<file path="config.mk">
export PLATFORM = sky130hd
export DESIGN_NAME = online_digit_select_flat
export DESIGN_NICKNAME = d
export VERILOG_FILES = /design/src/rtl/online_mult_pkg.sv /design/src/rtl/online_digit_select_if.sv /design/src/rtl/sd_select_comb.sv /design/src/rtl/online_digit_select.sv /design/src/flat_wrapper.sv
export SDC_FILE = /design/constraint.sdc
export NUM_CORES = 1
export LEC_CHECK = 0
export BUFFER_PORTS_ARGS = -buffer_cell sky130_fd_sc_hd__buf_2
export CORE_MARGIN = 1.5
export CORE_UTILIZATION = 30
export CTS_CLUSTER_DIAMETER = 120
export CTS_CLUSTER_SIZE = 25
export DETAILED_ROUTE_END_ITERATION = 6
export PLACE_DENSITY = 0.54
export RECOVER_POWER = 25
export SETUP_SLACK_MARGIN = 0.05
export SYNTH_ARGS = -nofsm -noshare
export SYNTH_HDL_FRONTEND = slang
export SYNTH_SLANG_ARGS = --single-unit
export TNS_END_PERCENT = 5
</file>
<file path="constraint.sdc">
create_clock -name clk -period 4.8 [get_ports clk]
set_input_delay 0.48 -clock clk [delete_from_list [all_inputs] [get_ports clk]]
set_output_delay 0.48 -clock clk [all_outputs]
set_load 0.1 [all_outputs]
</file>
<file path="src/rtl/online_mult_pkg.sv">
// ---------------------------------------------------------------------------
// online_mult_pkg
// Shared definitions for the radix-2 online multiplier/divider selection
// stages: signed-digit encodings, the digit-counter state type and helpers
// that derive the selection constants from the estimate width.
// No ports (package).
// ---------------------------------------------------------------------------
package online_mult_pkg;

   // Selected digit as {plus, minus}; the pair 2'b11 is never produced.
   localparam logic [1:0] DIG_POS  = 2'b10;
   localparam logic [1:0] DIG_NEG  = 2'b01;
   localparam logic [1:0] DIG_ZERO = 2'b00;

   typedef enum logic [1:0] {
      CNT_IDLE,
      CNT_DELAY,
      CNT_RUN,
      CNT_LAST
   } cnt_state_t;

   // Selection threshold (1/2) in LSB units of a sample_w-bit estimate.
   function automatic int sel_half(input int sample_w);
      return 1 << (sample_w - 3);
   endfunction

   // Weight of one output digit (1.0) in LSB units.
   function automatic int sel_one(input int sample_w);
      return 1 << (sample_w - 2);
   endfunction

endpackage

</file>
<file path="src/rtl/online_digit_select_if.sv">
// ---------------------------------------------------------------------------
// online_digit_select_if
// Bundles the estimate input handshake and the result output handshake of
// the digit-selection stage.
//   in_valid/in_ready/in_first     : estimate handshake, first-of-operation
//   sample_plus/sample_minus       : borrow-save estimate (SAMPLE_W bits)
//   out_valid/out_ready            : result handshake
//   z_plus/z_minus                 : selected digit
//   upper_plus/upper_minus         : updated residual (SAMPLE_W-1 bits)
//   out_last/ovf                   : final-digit marker, sticky overflow
// Modports: slave = the selection stage, master = whoever drives it.
// ---------------------------------------------------------------------------
interface online_digit_select_if #(
   parameter int SAMPLE_W = 4
);
   logic                in_valid;
   logic                in_ready;
   logic                in_first;
   logic [SAMPLE_W-1:0] sample_plus;
   logic [SAMPLE_W-1:0] sample_minus;
   logic                out_valid;
   logic                out_ready;
   logic                z_plus;
   logic                z_minus;
   logic [SAMPLE_W-2:0] upper_plus;
   logic [SAMPLE_W-2:0] upper_minus;
   logic                out_last;
   logic                ovf;

   modport slave (
      input  in_valid, in_first, sample_plus, sample_minus, out_ready,
      output in_ready, out_valid, z_plus, z_minus, upper_plus, upper_minus,
             out_last, ovf
   );

   modport master (
      output in_valid, in_first, sample_plus, sample_minus, out_ready,
      input  in_ready, out_valid, z_plus, z_minus, upper_plus, upper_minus,
             out_last, ovf
   );
endinterface

</file>
<file path="src/rtl/sd_select_comb.sv">
// ---------------------------------------------------------------------------
// sd_select_comb
// Purely combinational radix-2 signed-digit selection:
//   p = +1 if v >= 1/2, p = -1 if v < -1/2, else 0;  w = v - p.
// Ports:
//   v : SAMPLE_W-bit two's-complement estimate, LSB weight 2^-(SAMPLE_W-2)
//   p : selected digit as {plus, minus}
//   w : residual, SAMPLE_W-1 signed bits (always fits once p is applied)
// ---------------------------------------------------------------------------
module sd_select_comb
   import online_mult_pkg::*;
#(
   parameter int SAMPLE_W = 4
) (
   input  logic [SAMPLE_W-1:0] v,
   output logic [1:0]          p,
   output logic [SAMPLE_W-2:0] w
);

   localparam logic [SAMPLE_W-1:0] HALF_V  = SAMPLE_W'(sel_half(SAMPLE_W));
   localparam logic [SAMPLE_W-1:0] NHALF_V = SAMPLE_W'(-sel_half(SAMPLE_W));
   localparam logic [SAMPLE_W-2:0] ONE_W   = (SAMPLE_W-1)'(sel_one(SAMPLE_W));

   // The residual only needs SAMPLE_W-1 bits, so the subtraction is done
   // modulo 2^(SAMPLE_W-1) on the low bits of v.
   always_comb begin
      p = DIG_ZERO;
      w = v[SAMPLE_W-2:0];
      if ($signed(v) >= $signed(HALF_V)) begin
         p = DIG_POS;
         w = v[SAMPLE_W-2:0] - ONE_W;
      end else if ($signed(v) < $signed(NHALF_V)) begin
         p = DIG_NEG;
         w = v[SAMPLE_W-2:0] + ONE_W;
      end
   end

endmodule

</file>
<file path="src/rtl/online_digit_select.sv">
// ---------------------------------------------------------------------------
// online_digit_select
// Two-stage pipelined digit-selection stage of the radix-2 online
// multiplier. Accepts one borrow-save residual estimate per cycle, returns
// the selected digit and the updated residual upper bits in borrow-save
// form, forces the first DELTA digits of each operation to zero, marks the
// final digit and keeps a sticky overflow flag.
// Ports:
//   clk   : clock, rising edge
//   rst_n : asynchronous active-low reset
//   bus   : online_digit_select_if.slave (handshakes, data, flags)
// ---------------------------------------------------------------------------
module online_digit_select
   import online_mult_pkg::*;
#(
   parameter int SAMPLE_W = 4,
   parameter int DELTA    = 3,
   parameter int N_DIGITS = 16
) (
   input  logic                 clk,
   input  logic                 rst_n,
   online_digit_select_if.slave bus
);

   localparam int LAST_I = DELTA + N_DIGITS - 1;
   localparam int CW     = (DELTA + N_DIGITS > 1) ? $clog2(DELTA + N_DIGITS) : 1;
   localparam logic [CW-1:0] CNT_MAX = CW'(LAST_I);

   // ---------------- handshake -------------------------------------------
   logic in_ready;
   logic accept;
   logic s2_adv;

   logic                s1_valid_reg;
   logic [SAMPLE_W-1:0] s1_v_reg;
   logic                s1_forced_reg;
   logic                s1_last_reg;
   logic                s1_first_reg;

   logic                s2_valid_reg;
   logic [1:0]          s2_digit_reg;
   logic [SAMPLE_W-2:0] s2_w_reg;
   logic                s2_last_reg;
   logic                ovf_reg;

   assign in_ready     = !s1_valid_reg || !s2_valid_reg || bus.out_ready;
   assign bus.in_ready = in_ready;
   assign accept       = bus.in_valid && in_ready;
   // S1 moves into S2 whenever S2 is empty or is being drained this cycle.
   assign s2_adv       = s1_valid_reg && (!s2_valid_reg || bus.out_ready);

   // ---------------- digit counter FSM -----------------------------------
   cnt_state_t    state_reg, state_next;
   logic [CW-1:0] cnt_reg, cnt_next;
   logic [CW-1:0] cur_cnt;
   logic          est_forced;
   logic          est_last;

   always_ff @(posedge clk or negedge rst_n) begin
      if (!rst_n) begin
         state_reg <= CNT_IDLE;
         cnt_reg   <= '0;
      end else begin
         state_reg <= state_next;
         cnt_reg   <= cnt_next;
      end
   end

   // cur_cnt is the position of the estimate currently offered. Without an
   // in_first, an estimate seen in IDLE is handled as position 0 but does not
   // start an operation; only in_first leaves IDLE.
   always_comb begin
      state_next = state_reg;
      cnt_next   = cnt_reg;
      cur_cnt    = '0;
      est_forced = 1'b0;
      est_last   = 1'b0;

      if (bus.in_first || state_reg == CNT_IDLE) begin
         cur_cnt = '0;
      end else if (cnt_reg == CNT_MAX) begin
         cur_cnt = CNT_MAX;
      end else begin
         cur_cnt = cnt_reg + CW'(1);
      end

      est_forced = int'(cur_cnt) < DELTA;
      // Once the final digit has gone out, saturated repeats are not last.
      est_last   = (cur_cnt == CNT_MAX) && (bus.in_first || state_reg != CNT_LAST);

      if (accept) begin
         cnt_next = cur_cnt;
         if (bus.in_first || state_reg != CNT_IDLE) begin
            if (est_forced) begin
               state_next = CNT_DELAY;
            end else if (cur_cnt == CNT_MAX) begin
               state_next = CNT_LAST;
            end else begin
               state_next = CNT_RUN;
            end
         end
      end
   end

   // ---------------- stage 1: estimate and flags -------------------------
   always_ff @(posedge clk or negedge rst_n) begin
      if (!rst_n) begin
         s1_valid_reg  <= 1'b0;
         s1_v_reg      <= '0;
         s1_forced_reg <= 1'b0;
         s1_last_reg   <= 1'b0;
         s1_first_reg  <= 1'b0;
      end else if (accept) begin
         s1_valid_reg  <= 1'b1;
         s1_v_reg      <= bus.sample_plus - bus.sample_minus;
         s1_forced_reg <= est_forced;
         s1_last_reg   <= est_last;
         s1_first_reg  <= bus.in_first;
      end else if (s2_adv) begin
         s1_valid_reg  <= 1'b0;
      end
   end

   // ---------------- selection -------------------------------------------
   logic [1:0]          sel_p;
   logic [SAMPLE_W-2:0] sel_w;
   logic                ovf_hit;

   sd_select_comb #(
      .SAMPLE_W (SAMPLE_W)
   ) u_select (
      .v (s1_v_reg),
      .p (sel_p),
      .w (sel_w)
   );

   // A forced zero keeps w = v, which only fits when the top two bits agree.
   assign ovf_hit = s1_forced_reg && (s1_v_reg[SAMPLE_W-1] != s1_v_reg[SAMPLE_W-2]);

   // ---------------- stage 2: digit, residual, flags ---------------------
   always_ff @(posedge clk or negedge rst_n) begin
      if (!rst_n) begin
         s2_valid_reg <= 1'b0;
         s2_digit_reg <= DIG_ZERO;
         s2_w_reg     <= '0;
         s2_last_reg  <= 1'b0;
         ovf_reg      <= 1'b0;
      end else if (s2_adv) begin
         s2_valid_reg <= 1'b1;
         s2_digit_reg <= s1_forced_reg ? DIG_ZERO : sel_p;
         s2_w_reg     <= s1_forced_reg ? s1_v_reg[SAMPLE_W-2:0] : sel_w;
         s2_last_reg  <= s1_last_reg;
         // Setting wins over the clear carried by in_first.
         ovf_reg      <= ovf_hit || (ovf_reg && !s1_first_reg);
      end else if (bus.out_ready) begin
         s2_valid_reg <= 1'b0;
      end
   end

   // ---------------- outputs ---------------------------------------------
   // Borrow-save split: magnitude bits in plus, sign bit (negative weight)
   // alone in minus.
   assign bus.out_valid   = s2_valid_reg;
   assign bus.z_plus      = s2_digit_reg[1];
   assign bus.z_minus     = s2_digit_reg[0];
   assign bus.upper_plus  = {1'b0, s2_w_reg[SAMPLE_W-3:0]};
   assign bus.upper_minus = {s2_w_reg[SAMPLE_W-2], {(SAMPLE_W-2){1'b0}}};
   assign bus.out_last    = s2_last_reg;
   assign bus.ovf         = ovf_reg;

endmodule

</file>
<file path="src/flat_wrapper.sv">
// flat-port wrapper written by rule: the top's interface ports become plain ports
module online_digit_select_flat import online_mult_pkg::*;
#(
   parameter int SAMPLE_W = 4,
   parameter int DELTA    = 3,
   parameter int N_DIGITS = 16
)
  (clk, rst_n, bus_in_valid, bus_in_first, bus_sample_plus, bus_sample_minus, bus_out_ready, bus_in_ready, bus_out_valid, bus_z_plus, bus_z_minus, bus_upper_plus, bus_upper_minus, bus_out_last, bus_ovf);
  online_digit_select_if #(.SAMPLE_W(SAMPLE_W)) bus_i ();
  input  logic clk;
  input  logic rst_n;
  input wire logic [$bits(bus_i.in_valid)-1:0] bus_in_valid;
  input wire logic [$bits(bus_i.in_first)-1:0] bus_in_first;
  input wire logic [$bits(bus_i.sample_plus)-1:0] bus_sample_plus;
  input wire logic [$bits(bus_i.sample_minus)-1:0] bus_sample_minus;
  input wire logic [$bits(bus_i.out_ready)-1:0] bus_out_ready;
  output wire logic [$bits(bus_i.in_ready)-1:0] bus_in_ready;
  output wire logic [$bits(bus_i.out_valid)-1:0] bus_out_valid;
  output wire logic [$bits(bus_i.z_plus)-1:0] bus_z_plus;
  output wire logic [$bits(bus_i.z_minus)-1:0] bus_z_minus;
  output wire logic [$bits(bus_i.upper_plus)-1:0] bus_upper_plus;
  output wire logic [$bits(bus_i.upper_minus)-1:0] bus_upper_minus;
  output wire logic [$bits(bus_i.out_last)-1:0] bus_out_last;
  output wire logic [$bits(bus_i.ovf)-1:0] bus_ovf;
  assign bus_i.in_valid = bus_in_valid;
  assign bus_i.in_first = bus_in_first;
  assign bus_i.sample_plus = bus_sample_plus;
  assign bus_i.sample_minus = bus_sample_minus;
  assign bus_i.out_ready = bus_out_ready;
  assign bus_in_ready = bus_i.in_ready;
  assign bus_out_valid = bus_i.out_valid;
  assign bus_z_plus = bus_i.z_plus;
  assign bus_z_minus = bus_i.z_minus;
  assign bus_upper_plus = bus_i.upper_plus;
  assign bus_upper_minus = bus_i.upper_minus;
  assign bus_out_last = bus_i.out_last;
  assign bus_ovf = bus_i.ovf;
  online_digit_select #(.SAMPLE_W(SAMPLE_W), .DELTA(DELTA), .N_DIGITS(N_DIGITS)) u_core (.clk(clk), .rst_n(rst_n), .bus(bus_i));
endmodule
</file>
==> impl_metrics.sql, run 1 <==
INSERT INTO impl_metrics (metric_group, metric, value, unit) VALUES
('outcome', 'run_status', 'completed', ''),
('power_and_ir_drop', 'irDropWorstVdd', '141', 'uV'),
('cts', 'clock_path_buffers', '2', ''),
('floorplan', 'effective_utilization_at_floorplan', '31.7', '%'),
('global_route', 'grt_pass1_vias', '1082', ''),
('logic_synthesis', 'synth.largest_area_cell', 'sky130_fd_sc_hd__dfrtp_1', ''),
('floorplan', 'io_pins', '25', ''),
('cts', 'cts_buffers', '3', ''),
('critical_path', 'cp.required', '4.96', 'ns'),
('layout', 'final_layout_size_suffix_gt1_share', '17.3', '%'),
('floorplan', 'die-area', '5090', 'um2'),
('global_route', 'grt_start_max_net_pins', '24', ''),
('routing', 'routed-via-count', '1125', ''),
('logic_synthesis', 'synthesis.area', '1400', 'um2'),
('placement', 'dpl.hpwl', '2150', 'um'),
('placement', 'place_ws', '2.86', 'ns'),
('power_and_ir_drop', 'leakagePower', '0.759', 'nW'),
('critical_path', 'critPathArrivalTime', '2.11', 'ns'),
('routing', 'wl_per_cell', '12.4', 'um'),
('logic_synthesis', 'postSynthCellCount', '153', ''),
('sta', 'tightest_slew', '1.25', 'ns'),
('critical_path', 'endpoint_class_of_the_critical_path', 'register', ''),
('placement', 'place.gp.congestion', '0.838', ''),
('logic_synthesis', 'syn_avg_cell_area', '9.16', 'um2'),
('layout', 'flip_flop_count_of_the_largest_register_all_copies_and_words_added', '5', ''),
('cts', 'worstSkewPairLatency', '0.27', 'ns'),
('floorplan', 'die_h', '71.3', 'um'),
('layout', 'fillCellCount', '450', ''),
('sta', 'period_minus_slack', '1.95', 'ns'),
('floorplan', 'area_of_the_core', '4410', 'um2'),
('logic_synthesis', 'synth_most_common_cell', 'sky130_fd_sc_hd__nand2_1', ''),
('cts', 'cts.htree.levels', '1', ''),
('sta', 'timing.clock.skew', '0.00594', 'ns'),
('power_and_ir_drop', 'power_density', '440', 'nW/um2'),
('global_route', 'antenna_violations_before_repair', '0', ''),
('cts', 'cts_hold_buffers', '0', ''),
('global_route', 'grt_remaining_overflow', '0', ''),
('critical_path', 'worstPathMaxFanout', '9', ''),
('floorplan', 'placement_rows', '24', ''),
('critical_path', 'worst_setup_path_start_kind', 'register', ''),
('layout', 'synthToLayoutAreaGrowth', '12.6', '%'),
('placement', 'place_inst', '221', ''),
('sta', 'final-hold-violation-count', '0', ''),
('logic_synthesis', 'synth.top_cells.by_count', 'sky130_fd_sc_hd__nand2_1, sky130_fd_sc_hd__dfrtp_1, sky130_fd_sc_hd__inv_1', ''),
('cts', 'tritoncts_clock_tree', 'built', ''),
('logic_synthesis', 'synth_async_sr_flop_share', '100', '%'),
('floorplan', 'die_x', '71.3', 'um'),
('global_route', 'grt_util_all_layers', '12.0', '%'),
('logic_synthesis', 'synth_largest_type_area_fraction', '41.1', '%'),
('critical_path', 'criticalPathCategory', 'register to register', ''),
('critical_path', 'reg2reg_setup_slack', '2.85', 'ns'),
('sta', 'setup_violations', '0', ''),
('routing', 'remaining_drc_errors', '0', ''),
('cts', 'cts.repair_timing.setup_buffer_count', '0', ''),
('sta', 'rsz0062_at_grt', 'false', ''),
('logic_synthesis', 'ys_top_cells_by_area', 'sky130_fd_sc_hd__dfrtp_1, sky130_fd_sc_hd__nand2_1, sky130_fd_sc_hd__ha_1', ''),
('sta', 'max_slew_vio_count', '0', ''),
('cts', 'postcts_resize_cnt', '0', ''),
('sta', 'setup_ws', '2.85', 'ns'),
('sta', 'fmax', '513', 'MHz'),
('layout', 'insertedDiodeCount', '0', ''),
('cts', 'worst_setup_hold_path_clk_slew', '0.08', 'ns'),
('routing', 'antenna_left', '0', ''),
('sta', 'slew_headroom', '17.0', '%'),
('logic_synthesis', 'number_of_synthesis_warnings', '0', ''),
('logic_synthesis', 'synth-edff-count', '0', ''),
('cts', 'clock-sinks', '23', ''),
('sta', 'fin_crit_sh', '40.6', '%'),
('global_route', 'grt_first_pass_wirelength', '4840', 'um'),
('routing', 'drt-initial-drc-count', '55', ''),
('worst_hold_path', 'hold_path_class', 'input pin to register', '');
==> worst max-delay path, cell delays in order, from the launching register on <==
cell                       delay, ns
sky130_fd_sc_hd__dfrtp_1        0.48
sky130_fd_sc_hd__inv_1          0.09
sky130_fd_sc_hd__ha_1           0.21
sky130_fd_sc_hd__nor4bb_2       0.19
sky130_fd_sc_hd__or4b_4         0.53
sky130_fd_sc_hd__o32ai_1        0.26
sky130_fd_sc_hd__a21oi_1        0.07
==> per-stage QoR <==
step                      total power [W]  utilization [%]  hold slack (ns)  instance area [um2]
after floorplan                  0.000515                -            0.184                 1410
after global placement           0.000570             34.8            0.455                 1530
after detailed placement         0.000575             34.8            0.464                 1530
after CTS                        0.000700             35.8            0.198                 1580
after global routing             0.000737             35.7            0.447                 1580
final                            0.000693             35.7            0.440                 1580
==> final timing paths <==
| kind | startpoint | endpoint | cells past startpoint |
|---|---|---|---|
| worst max-delay path | u_core.cnt_reg[0] | u_core.state_reg[0] | 6 |
| worst min-delay path | bus_in_first | u_core.cnt_reg[1] | 2 |
| worst max register to register | u_core.cnt_reg[0] | u_core.state_reg[0] | 6 |
| worst min register to register | u_core.s2_w_reg[0] | u_core.s2_w_reg[0] | 2 |
| max in group asynchronous | rst_n | u_core.s1_v_reg[0] | 1 |
| min in group asynchronous | rst_n | u_core.cnt_reg[0] | 1 |
==> power by group <==
part	total (W)	switching, W	leakage, nW	internal (W)
combinational	0.000296	0.000213	0.447	0.0000826
sequential	0.000273	0.0000441	0.290	0.000229
clock	0.000124	0.0000647	0.0228	0.0000594
total	0.000693	0.000322	0.759	0.000371
==> metal layers <==
| metal | vias up | track usage [%] | share of wire, % |
|---|---|---|---|
| li1 | 566 | - | - |
| met1 | 519 | 15.6 | 46 |
| met2 | 35 | 18.7 | 46 |
| met3 | 5 | 2.11 | 4.8 |
| met4 | 0 | 6.92 | 2.4 |
| met5 | - | 0 | 0 |
==> layout by cell type, fill, tap and decap left out, types with 2 or more instances in the layout <==
cell type,count
sky130_fd_sc_hd__nand2_1,31
sky130_fd_sc_hd__dfrtp_1,23
sky130_fd_sc_hd__buf_2,20
sky130_fd_sc_hd__inv_1,12
sky130_fd_sc_hd__o21ai_0,11
sky130_fd_sc_hd__ha_1,8
sky130_fd_sc_hd__nor2_1,5
sky130_fd_sc_hd__nand3_1,4
sky130_fd_sc_hd__a21oi_1,4
sky130_fd_sc_hd__xor2_1,4
sky130_fd_sc_hd__nand2b_1,3
sky130_fd_sc_hd__xnor2_1,3
sky130_fd_sc_hd__conb_1,3
sky130_fd_sc_hd__clkbuf_8,3
sky130_fd_sc_hd__o21a_1,2
sky130_fd_sc_hd__and2_1,2
sky130_fd_sc_hd__or3_1,2
sky130_fd_sc_hd__o31ai_1,2
sky130_fd_sc_hd__o41ai_1,2
sky130_fd_sc_hd__clkbuf_1,2
==> kinds of logic after synthesis <==
| kind of cell | count (synthesis) | synth area share (%) |
|---|---|---|
| simple gates | 58 | 20.8 |
| buf+inv | 19 | 6.43 |
| other cells | 1 | 0.268 |
| flops | 23 | 41.1 |
| xor+xnor | 7 | 4.38 |
| fa+ha+maj | 9 | 8.57 |
| compound gates | 36 | 18.5 |
==> area by class of cell <==
type | instances | area (um2) | share of cell area [%]
Sequential cell | 23 | 576 | 36.5
Tap cell | 52 | 65.1 | 4.12
Multi-Input combinational cell | 113 | 743 | 47.1
Timing Repair Buffer | 21 | 104 | 6.58
Inverter | 12 | 45.0 | 2.85
Clock buffer | 4 | 45.0 | 2.85
Note: power is estimated with default switching activity, not from simulation.
==> run 2, diff against run 1 <==
==> constraint.sdc (replaced) <==
create_clock -name clk -period 2 [get_ports clk]
set_input_delay 0.2 -clock clk [delete_from_list [all_inputs] [get_ports clk]]
set_output_delay 0.2 -clock clk [all_outputs]
set_load 0.1 [all_outputs]
==> impl_metrics.sql, run 2 (synthesis gave the netlist of run 1 again) <==
INSERT INTO impl_metrics (metric_group, metric, value, unit) VALUES
('sta', 'fmax', '531', 'MHz'),
('cts', 'clock_path_buffers', '2', ''),
('floorplan', 'die_h', '71.3', 'um'),
('layout', 'flip_flop_count_of_the_largest_register_all_copies_and_words_added', '5', ''),
('flow_run', 'max_cap_viol_count', '0', ''),
('critical_path', 'worst_setup_path_start_kind', 'register', ''),
('floorplan', 'io_pins', '25', ''),
('cts', 'worst_setup_hold_path_clk_slew', '0.08', 'ns'),
('layout', 'finalNetCount', '198', ''),
('routing', 'antenna_left', '0', ''),
('sta', 'timing.clock.skew', '0.00472', 'ns'),
('cts', 'cts_buffers', '3', ''),
('layout', 'fin_util', '36.6', '%'),
('floorplan', 'area_of_the_core', '4410', 'um2'),
('cts', 'cts-root-buf', 'sky130_fd_sc_hd__clkbuf_8', ''),
('placement', 'place.gp.congestion', '0.944', ''),
('critical_path', 'worstPathMaxFanout', '9', ''),
('global_route', 'grt_remaining_overflow', '0', ''),
('cts', 'tritoncts_clock_tree', 'built', ''),
('global_route', 'grt_pass1_vias', '1103', ''),
('layout', 'mostFrequentLayoutCells', 'sky130_fd_sc_hd__nand2_1, sky130_fd_sc_hd__dfrtp_1, sky130_fd_sc_hd__buf_2', ''),
('layout', 'layout.cell_area.non_filler', '1610', 'um2'),
('sta', 'period_minus_slack', '1.88', 'ns'),
('critical_path', 'critPathArrivalTime', '2.03', 'ns'),
('critical_path', 'cp.required', '2.15', 'ns'),
('floorplan', 'die-area', '5090', 'um2'),
('critical_path', 'endpoint_class_of_the_critical_path', 'register', ''),
('power_and_ir_drop', 'irDropWorstVdd', '348', 'uV'),
('placement', 'place_area', '1560', 'um2'),
('global_route', 'grt_first_pass_wirelength', '5060', 'um'),
('outcome', 'run_status', 'completed', ''),
('routing', 'route.final.wire_length', '2900', 'um'),
('sta', 'tightest_slew', '0.506', 'ns'),
('global_route', 'grt_start_max_net_pins', '24', ''),
('routing', 'routed-via-count', '1136', ''),
('power_and_ir_drop', 'leakagePower', '0.773', 'nW'),
('layout', 'insertedDiodeCount', '0', ''),
('floorplan', 'die_x', '71.3', 'um'),
('critical_path', 'criticalPathCategory', 'register to register', ''),
('sta', 'setup_tns', '0', 'ns'),
('worst_hold_path', 'hold_path_class', 'input pin to register', ''),
('global_route', 'grt_util_all_layers', '12.3', '%'),
('layout', 'final_layout_size_suffix_gt1_share', '21.1', '%'),
('floorplan', 'effective_utilization_at_floorplan', '31.7', '%'),
('routing', 'wl_per_cell', '12.8', 'um'),
('cts', 'cts.htree.levels', '1', ''),
('cts', 'worstSkewPairLatency', '0.26', 'ns'),
('global_route', 'antenna_violations_before_repair', '0', ''),
('sta', 'max_slew_vio_count', '0', ''),
('placement', 'dpl.hpwl', '2190', 'um'),
('cts', 'clock-sinks', '23', ''),
('sta', 'slew_headroom', '66.3', '%'),
('power_and_ir_drop', 'power_density', '1040', 'nW/um2'),
('floorplan', 'placement_rows', '24', ''),
('sta', 'final-hold-violation-count', '0', ''),
('layout', 'most_common_library_cell_in_the_layout_ignoring_fill_and_taps', 'sky130_fd_sc_hd__nand2_1', ''),
('layout', 'synthToLayoutAreaGrowth', '15.2', '%'),
('routing', 'drt-initial-drc-count', '55', ''),
('sta', 'rsz0062_at_grt', 'true', ''),
('placement', 'port-buffer-count', '21', ''),
('sta', 'setup_violations', '0', ''),
('routing', 'post_drt_via_cell_ratio', '5.00', ''),
('sta', 'fin_crit_sh', '94.2', '%'),
('routing', 'remaining_drc_errors', '0', ''),
('routing', 'detail_route.first_pass.iterations', '4', '');
## run 2: final cells by class
cell class / count / area (um2)
flip-flops and latches: 23 / 579
repair buffers: 23 / 123
clock inverters: 1 / 5.00
inverters: 12 / 45.0
multi-input cells: 113 / 756
well taps: 52 / 65.1
fillers: 471 / 2800
clock buffers: 3 / 41.3
## run 2: worst paths after layout
path / from / to / slack (ns) / depth (start not counted)
worst max-delay path: u_core.cnt_reg[0] / u_core.state_reg[0] / 0.12 / 6
worst min-delay path: bus_in_first / u_core.cnt_reg[1] / 0.18 / 2
worst max register to register: u_core.cnt_reg[0] / u_core.state_reg[0] / 0.12 / 6
worst min register to register: u_core.bus.out_last / u_core.bus.out_last / 0.47 / 2
max in group asynchronous: rst_n / u_core.bus.out_valid / 1.18 / 2
min in group asynchronous: rst_n / u_core.s1_first_reg / 0.43 / 2
## run 2: timing repair
action                                 CTS  global route
gates resized for setup                  0             1
hold buffers                             1             0
buffers inserted                         0             0
setup endpoints to repair                0             4
endpoints found under the hold margin   23             0
## run 2: power breakdown
group / internal (W) / total (W) / switching, W
Sequential: 0.000551 / 0.000660 / 0.000109
Combinational: 0.000206 / 0.000724 / 0.000518
Clock: 0.000139 / 0.000291 / 0.000152
Total: 0.000896 / 0.00167 / 0.000779
## run 2: worst max-delay path: stages, from the launching register on
cell and delay [ns]:
sky130_fd_sc_hd__dfrtp_1 0.49, sky130_fd_sc_hd__inv_1 0.08, sky130_fd_sc_hd__ha_1 0.20, sky130_fd_sc_hd__nor4bb_2 0.19, sky130_fd_sc_hd__or4b_4 0.54, sky130_fd_sc_hd__o32ai_2 0.21, sky130_fd_sc_hd__a21oi_1 0.06
## run 2: per-stage QoR
stage / hold WS [ns] / power, W / setup WS [ns] / instances
global placement: 0.200 / 0.00137 / 0.193 / 222
finish: 0.177 / 0.00167 / 0.117 / 227
floorplan: -0.0956 / 0.00124 / -0.477 / 155
global route: 0.187 / 0.00179 / 0.0296 / 227
CTS: 0.174 / 0.00169 / 0.127 / 227
detailed placement: 0.207 / 0.00139 / 0.148 / 222
## run 2: routing by layer
metal | up-vias | part of all wire (%) | global-route usage, %
met5 | - | 0 | 0
met4 | 0 | 1.2 | 3.77
met3 | 2 | 3.8 | 1.83
met1 | 541 | 47 | 15.8
met2 | 26 | 48 | 21.2
li1 | 567 | - | -
